### src/rtl/btb_assoc.sv
// Set-associative branch target buffer with 2-bit saturating direction counters,
// round-robin replacement per set, and a saturating mispredict statistic.
module btb_assoc #(
    parameter int ADDR_W   = 32,
    parameter int NUM_SETS = 8,
    parameter int NUM_WAYS = 2,
    parameter int CNT_W    = 16
) (
    input  logic              clk,
    input  logic              rst_n,
    input  logic [ADDR_W-1:0] PC,
    input  logic              update,
    input  logic [ADDR_W-1:0] updatePC,
    input  logic [ADDR_W-1:0] updateTarget,
    input  logic              updateTaken,
    input  logic              mispredicted,
    input  logic              flush,
    output logic              valid,
    output logic [ADDR_W-1:0] target,
    output logic              predictedTaken,
    output logic [CNT_W-1:0]  mispredict_count
);

    localparam int IDX_W = $clog2(NUM_SETS);
    localparam int TAG_W = ADDR_W - 2 - IDX_W;
    // A single-way BTB still gets a 1-bit pointer so the arrays stay legal; it never moves.
    localparam int WAY_W = (NUM_WAYS > 1) ? $clog2(NUM_WAYS) : 1;

    logic [NUM_SETS-1:0][NUM_WAYS-1:0]             val_q,  val_d;
    logic [NUM_SETS-1:0][NUM_WAYS-1:0][TAG_W-1:0]  tag_q,  tag_d;
    logic [NUM_SETS-1:0][NUM_WAYS-1:0][ADDR_W-1:0] tgt_q,  tgt_d;
    logic [NUM_SETS-1:0][NUM_WAYS-1:0][1:0]        ctr_q,  ctr_d;
    logic [NUM_SETS-1:0][WAY_W-1:0]                vptr_q, vptr_d;
    logic [CNT_W-1:0]                              mcnt_q, mcnt_d;

    logic [IDX_W-1:0] l_idx, u_idx;
    logic [TAG_W-1:0] l_tag, u_tag;
    logic             u_hit, inv_found;
    logic [WAY_W-1:0] u_way, inv_way, alloc_way, vptr_nxt;
    logic [3:0]       pc_lo_unused;

    assign l_idx = PC[2 +: IDX_W];
    assign l_tag = PC[ADDR_W-1 -: TAG_W];
    assign u_idx = updatePC[2 +: IDX_W];
    assign u_tag = updatePC[ADDR_W-1 -: TAG_W];
    assign pc_lo_unused = {PC[1:0], updatePC[1:0]};

    // Lookup: descending scan so the lowest matching way wins.
    always_comb begin
        valid          = 1'b0;
        target         = '0;
        predictedTaken = 1'b0;
        for (int w = NUM_WAYS - 1; w >= 0; w--) begin
            if (val_q[l_idx][w] && tag_q[l_idx][w] == l_tag) begin
                valid          = 1'b1;
                target         = tgt_q[l_idx][w];
                predictedTaken = ctr_q[l_idx][w][1];
            end
        end
    end

    always_comb begin
        u_hit     = 1'b0;
        u_way     = '0;
        inv_found = 1'b0;
        inv_way   = '0;
        for (int w = NUM_WAYS - 1; w >= 0; w--) begin
            if (val_q[u_idx][w] && tag_q[u_idx][w] == u_tag) begin
                u_hit = 1'b1;
                u_way = WAY_W'(w);
            end
            if (!val_q[u_idx][w]) begin
                inv_found = 1'b1;
                inv_way   = WAY_W'(w);
            end
        end
    end

    assign alloc_way = inv_found ? inv_way : vptr_q[u_idx];
    assign vptr_nxt  = (NUM_WAYS == 1 || vptr_q[u_idx] == WAY_W'(NUM_WAYS - 1))
                       ? '0 : vptr_q[u_idx] + 1'b1;

    always_comb begin
        val_d  = val_q;
        tag_d  = tag_q;
        tgt_d  = tgt_q;
        ctr_d  = ctr_q;
        vptr_d = vptr_q;
        if (flush) begin
            val_d  = '0;
            vptr_d = '0;
        end else if (update) begin
            if (u_hit) begin
                if (updateTaken) begin
                    tgt_d[u_idx][u_way] = updateTarget;
                    if (ctr_q[u_idx][u_way] != 2'd3)
                        ctr_d[u_idx][u_way] = ctr_q[u_idx][u_way] + 2'd1;
                end else if (ctr_q[u_idx][u_way] != 2'd0) begin
                    ctr_d[u_idx][u_way] = ctr_q[u_idx][u_way] - 2'd1;
                end
            end else if (updateTaken) begin
                val_d[u_idx][alloc_way] = 1'b1;
                tag_d[u_idx][alloc_way] = u_tag;
                tgt_d[u_idx][alloc_way] = updateTarget;
                ctr_d[u_idx][alloc_way] = 2'd2;
                // Pointer only moves when a live entry is displaced.
                if (!inv_found)
                    vptr_d[u_idx] = vptr_nxt;
            end
        end
    end

    always_comb begin
        mcnt_d = mcnt_q;
        if (update && mispredicted && mcnt_q != {CNT_W{1'b1}})
            mcnt_d = mcnt_q + 1'b1;
    end

    always_ff @(posedge clk or negedge rst_n) begin
        if (!rst_n) begin
            val_q  <= '0;
            tag_q  <= '0;
            tgt_q  <= '0;
            ctr_q  <= '0;
            vptr_q <= '0;
            mcnt_q <= '0;
        end else begin
            val_q  <= val_d;
            tag_q  <= tag_d;
            tgt_q  <= tgt_d;
            ctr_q  <= ctr_d;
            vptr_q <= vptr_d;
            mcnt_q <= mcnt_d;
        end
    end

    assign mispredict_count = mcnt_q;

endmodule
### config.mk
export PLATFORM = sky130hd
export DESIGN_NAME = btb_assoc
export DESIGN_NICKNAME = d
export VERILOG_FILES = /design/src/rtl/btb_assoc.sv
export SDC_FILE = /design/constraint.sdc
export NUM_CORES = 2
export LEC_CHECK = 0
export CELL_PAD_IN_SITES_DETAIL_PLACEMENT = 0
export CELL_PAD_IN_SITES_GLOBAL_PLACEMENT = 2
export CORE_MARGIN = 2
export CORE_UTILIZATION = 49
export DETAILED_ROUTE_END_ITERATION = 12
export GPL_ROUTABILITY_DRIVEN = 0
export PLACE_DENSITY = 0.88
export SLEW_MARGIN = 25
export SYNTH_ARGS = -nofsm -noshare
export SYNTH_HDL_FRONTEND = slang
export SYNTH_SLANG_ARGS = --single-unit
### constraint.sdc
create_clock -name clk -period 9.3 [get_ports clk]
set_input_delay 0.93 -clock clk [delete_from_list [all_inputs] [get_ports clk]]
set_output_delay 0.93 -clock clk [all_outputs]
set_load 0.02 [all_outputs]
**Yosys cells after proc, flatten, opt, wreduce, memory -nomap -nowiden**

Index checks and enable logic that the tools add are counted.

- Bits in registers: 1016
- Input port bits: 102
- Logic and storage cells: 191

- Add/sub/neg operators: 4
- Magnitude comparators: 7
- Equal/unequal tests: 9
- Mux-type cells: 81
- Bitwise gates (word level): 6
- Reductions and logical operators: 19

Operator list:

| operator | number |
|---|---|
| 2-to-1 mux 512 bit | 3 |
| bitwise mux 512 bit | 2 |
| bitwise mux 432 bit | 1 |
| demux 64 bit (select 3 bit) | 2 |
| binary-select mux 54 bit (select 3 bit) | 2 |
| 2-to-1 mux 32 bit | 9 |
| binary-select mux 64 bit (select 3 bit) | 1 |
| 2-to-1 mux 64 bit | 3 |
| demux 54 bit (select 3 bit) | 1 |
| 2-to-1 mux 54 bit | 3 |
| == test 27 bit | 4 |
| bitwise mux 32 bit | 2 |
| demux 32 bit (select 1 bit) | 2 |
| 2-to-1 mux 16 bit | 4 |
| 2-to-1 mux 8 bit | 5 |
| OR 16 bit | 2 |
| demux 27 bit (select 1 bit) | 1 |
| 2-to-1 mux 27 bit | 1 |
| binary-select mux 4 bit (select 3 bit) | 2 |
| demux 4 bit (select 3 bit) | 2 |
| adder 16 x 1 -> 16 bit, second input constant | 1 |
| AND 16 bit | 1 |
| 2-to-1 mux 4 bit | 4 |
| != test 16 bit, second input constant | 1 |
| 25 further kinds | 67 |

**Depth between registers and ports, before layout**

- Depth after elaboration: 16
- Mapped depth: 23
- Gate-level depth less buffers: 16

**Worst setup path before layout**

OpenSTA, ideal clock, no wires.

- Path type: input-to-output
- Start: input PC[2]
- End: output target[10]
- Data arrival time: 4486 ps
- Required time: 8370 ps
- Setup slack: 3884 ps
- Stages: 12
- Path through: buf_2 > buf_2 > buf_2 > buf_1 > mux4_2 > mux2i_1 > xor2_1 > nand4_1 > nor3_1 > nand4_1 > clkbuf_1 > o31ai_1

- Cells in the longest elaborated chain, start to end: 6

Ends and longest elaborated chain:

| item | RTL line | text |
|---|---|---|
| start, declared | 11 | `input logic [ADDR_W-1:0] PC,` |
| binary-select mux 54 bit (select 3 bit) | 54 | `if (val_q[l_idx][w] && tag_q[l_idx][w] == l_tag) begin` |
| 2-to-1 mux 54 bit (not written as such) | 54 |  |
| == test 27 bit | 54 |  |
| logical AND 1 bit | 54 |  |
| 2-to-1 mux 32 bit | 54 |  |
| 2-to-1 mux 32 bit * | 54 |  |
| end, declared | 19 | `output logic [ADDR_W-1:0] target,` |

Every way passes the cells marked *; elsewhere a longest branch is shown, timed or not. The select of a mux whose other input is x is not followed.

**Worst setup path in the final report**

- Start: input PC[2]
- End: output predictedTaken

- Cells in the longest elaborated chain, start to end: 6

Ends and longest elaborated chain:

| item | RTL line | text |
|---|---|---|
| binary-select mux 54 bit (select 3 bit) | 54 |  |
| 2-to-1 mux 54 bit (not written as such) | 54 |  |
| == test 27 bit | 54 |  |
| logical AND 1 bit | 54 |  |
| 2-to-1 mux 1 bit | 54 |  |
| 2-to-1 mux 1 bit * | 54 |  |
| end, declared | 20 | `output logic predictedTaken,` |

Marked as above.

==> run metrics <==
outcome=complete, no violations; Iteration-0 DRC Markers=2098; CTS Hold Bufs=0; RSZ-0062 raised after global routing=false; PortBufs=147; antenna viol nets, final=0; Synth cell types=76; Synth-to-Final Area Change=11.9%; Mapped Nets=3623; cts repair resizes=0; Rows=119; fin crit period=a little over 7 ns; Critical Path End Type=primary output; leakage=26.5 nW; clock sinks=1016; mapped cell area=0.0517 sq mm; starting density of the core=0.493; clk_skew=0.0265 ns; die width=329 microns; DRC violations left=0; kind of critical path=in2out; Total Wirelength=136000 microns; clock root buffer=clkbuf_16; TritonCTS buffer count=108; CP max FO=66; register area=0.0254 sq mm; CP Buf/Inv Count=4; reg2reg start=tag_q[377]; clk slew on worst S/H paths=0.06 ns; Mapped Cells=3518; CTS max path bufs=3; Post-synth EDFFs=0; chip height=329 microns; Simple-Gate Fraction of Synth Area=0.0333; Worst Hold Margin=around 0.18 ns; initial antenna violation count=7; DRT Pass-1 Iters=6; combined area of the multi-input logic cells=between 0.02 and 0.025 sq mm; vias in the first global route=around 32000; CORE AREA=between 0.1 and 0.15 sq mm; reg2reg setup slack=3.59 ns; Power Dens Cells=196 mW/mm^2; all-layer global routing usage=0.256; Maximum Capacitance Violations=0; Tcrit/Tclk final=0.764; clock insertion delay at the later pin of the skew report=0.71 ns; top_reg_cell synth=dfrtp_1; worst path required time=8.37 ns; I/O Pins=152; max_slew headroom=0.270; CP startpoint=PC[2]; final core occ=0.551; Final Hold Vio Count=0; post-synthesis xor/xnor area fraction=0.0181; Max Clk Rate=141 MHz; # fillers=8564; measured slew at the worst slew-check pin=1.09 ns; Final Net Count=3638; Crit Reg-Reg Endpoint=ctr_q[4]; count of final max-slew check failures=0; Setup TNS=0 ns; Ys Warns=0; global route total overflow=0; ordered list of cells on the worst path=buf_8 -> buf_4 -> mux4_2 -> mux2i_1 -> xor2_1 -> nand4_1 -> nor3_1 -> nand4_1 -> buf_4 -> o31ai_1 -> clkdlybuf4s50_1; critical path arrival=6.17 ns; setup violators final=0; flops & latches, synth=1016; Crit path largest cell delay=0.73 ns; first-pass GRT wire length=208000 microns; mux share of post-synthesis cell area=0.393; r2r worst-path depth=16; largest net degree at the start of global routing=approximately 170; H-tree Lvls=3; crit-path leading delay family=buffers and inverters; post-synthesis adder-cell area fraction=0.000726; drt wl/cell=27.1 microns; Post-Syn Area per Cell=14.7 sq um; dpl hpwl=79300 microns; FFs w/ async S/R, synth=1.00; Via density=between 6 and 7; share of cells above drive strength 1=0.400; register area share after synthesis=0.492; Total Die Area=between 0.1 and 0.15 sq mm; TritonCTS clock tree=done; CP max-delay cell=clkdlybuf4s50_1; Tightest Hold Check Type=in2async; vias after detailed routing=30953; largest family of logic cells by synthesized area=multiplexers; crit path launch type=input pin; post-CTS setup repair buffer count=0; Worst IR Drop VDD=roughly 0.16 mV; post-synthesis compound-gate area fraction=0.0292
report_power, final:
group,internal [mW],switching [mW],total [mW],leakage (nW)
clock network,2.71,1.86,4.57,1.89
logic,0.855,0.707,1.56,11.0
registers,4.90,0.286,5.18,13.6
cell usage in the layout, fill, tap and decap left out, drive strengths merged, types with 33 or more instances in the layout:
| cell | instances |
|---|---|
| mux2i | 202 |
| dfrtp | 1016 |
| nand2 | 85 |
| xnor2 | 65 |
| buf | 81 |
| clkdlybuf4s50 | 140 |
| o21ai | 47 |
| nand3 | 46 |
| nor2 | 59 |
| o31ai | 33 |
| mux2 | 1001 |
| clkinv | 34 |
| xor2 | 42 |
| inv | 33 |
| mux4 | 307 |
| clkbuf | 151 |
worst register-to-register path, stage by stage (launching register included):
cell       delay [ns]
dfrtp_1          0.39
mux4_2           0.47
mux2i_1          0.19
xor2_1           0.36
o2111ai_1        0.21
nor4_1           0.86
nand4_1          0.64
nor2b_1          0.26
buf_4            0.26
mux2i_1          0.28
inv_1            0.07
ha_1             0.22
or2_2            0.31
nand2_1          0.37
nand4b_1         0.35
o21ai_0          0.30
a21o_1           0.11
how the worst max path moves through the flow:
stage	endpoint	depth (start not counted)
CTS	target[22]	12
detailed placement	ctr_q[12]	18
global placement	ctr_q[4]	18
finish	predictedTaken	11
floorplan	target[10]	12
global route	target[22]	12
layer usage:
layer	GRT usage	vias to the layer above	wire length [microns]	share of wire
met1	0.365	16700	60800	0.45
met5	0	-	50	0.00037
met4	0.0810	8	4300	0.032
li1	-	13255	-	-
met3	0.0388	227	6480	0.048
met2	0.405	763	64500	0.47
stage by stage:
stage          setup slack (ns)  instances  power [mW]  cell area [sq um]
6_report                   2.20       5017        11.3              57900
5_1_grt                    2.04       5016        11.8              57900
4_1_cts                    2.27       5013        11.4              57800
3_5_place_dp               2.08       4813        6.83              54000
3_3_place_gp               2.17       4812        6.77              54000
2_1_floorplan              3.88       3518        6.29              51700
logic make-up after synthesis:
kind of cell             Yosys count
multiplexers                    1510
XOR/XNOR                         107
flip-flops                      1016
adder cells (fa/ha/maj)            3
AND/OR/NAND/NOR                  309
buffers and inverters            349
AO/OA/AOI/OAI                    224
registers in the layout, summed over array words and instances, names as in the netlist:
signal            count
ctr_q                32
mispredict_count     16
tag_q               432
tgt_q               512
val_q                16
vptr_q                8
cells in the mapped netlist, types with 21 or more instances:
library cell	number	area, sq um
xnor2_1	65	569
a22oi_1	27	203
nor4_1	21	131
buf_1	35	131
xor2_1	42	368
mux2_1	175	1970
a21oi_1	31	155
mux4_2	307	6910
mux2_4	29	435
nor2_1	58	218
buf_4	29	218
mux2_2	797	8970
o21ai_0	45	225
nand2_1	81	304
clkbuf_1	149	559
nand3_1	30	150
buf_2	78	390
mux2i_1	202	2020
o31ai_1	33	248
inv_1	30	113
dfrtp_1	1016	25400
cell type report:
type,count,area share
Clock buffer,149,0.0544
Multi-Input combinational cell,2153,0.425
Clock inverter,51,0.0113
Inverter,31,0.00201
Timing Repair Buffer,223,0.0375
Sequential cell,1016,0.439
Tap cell,1391,0.0301
Antenna cell,3,0.000130
Note: power is estimated with default switching activity, not from simulation.
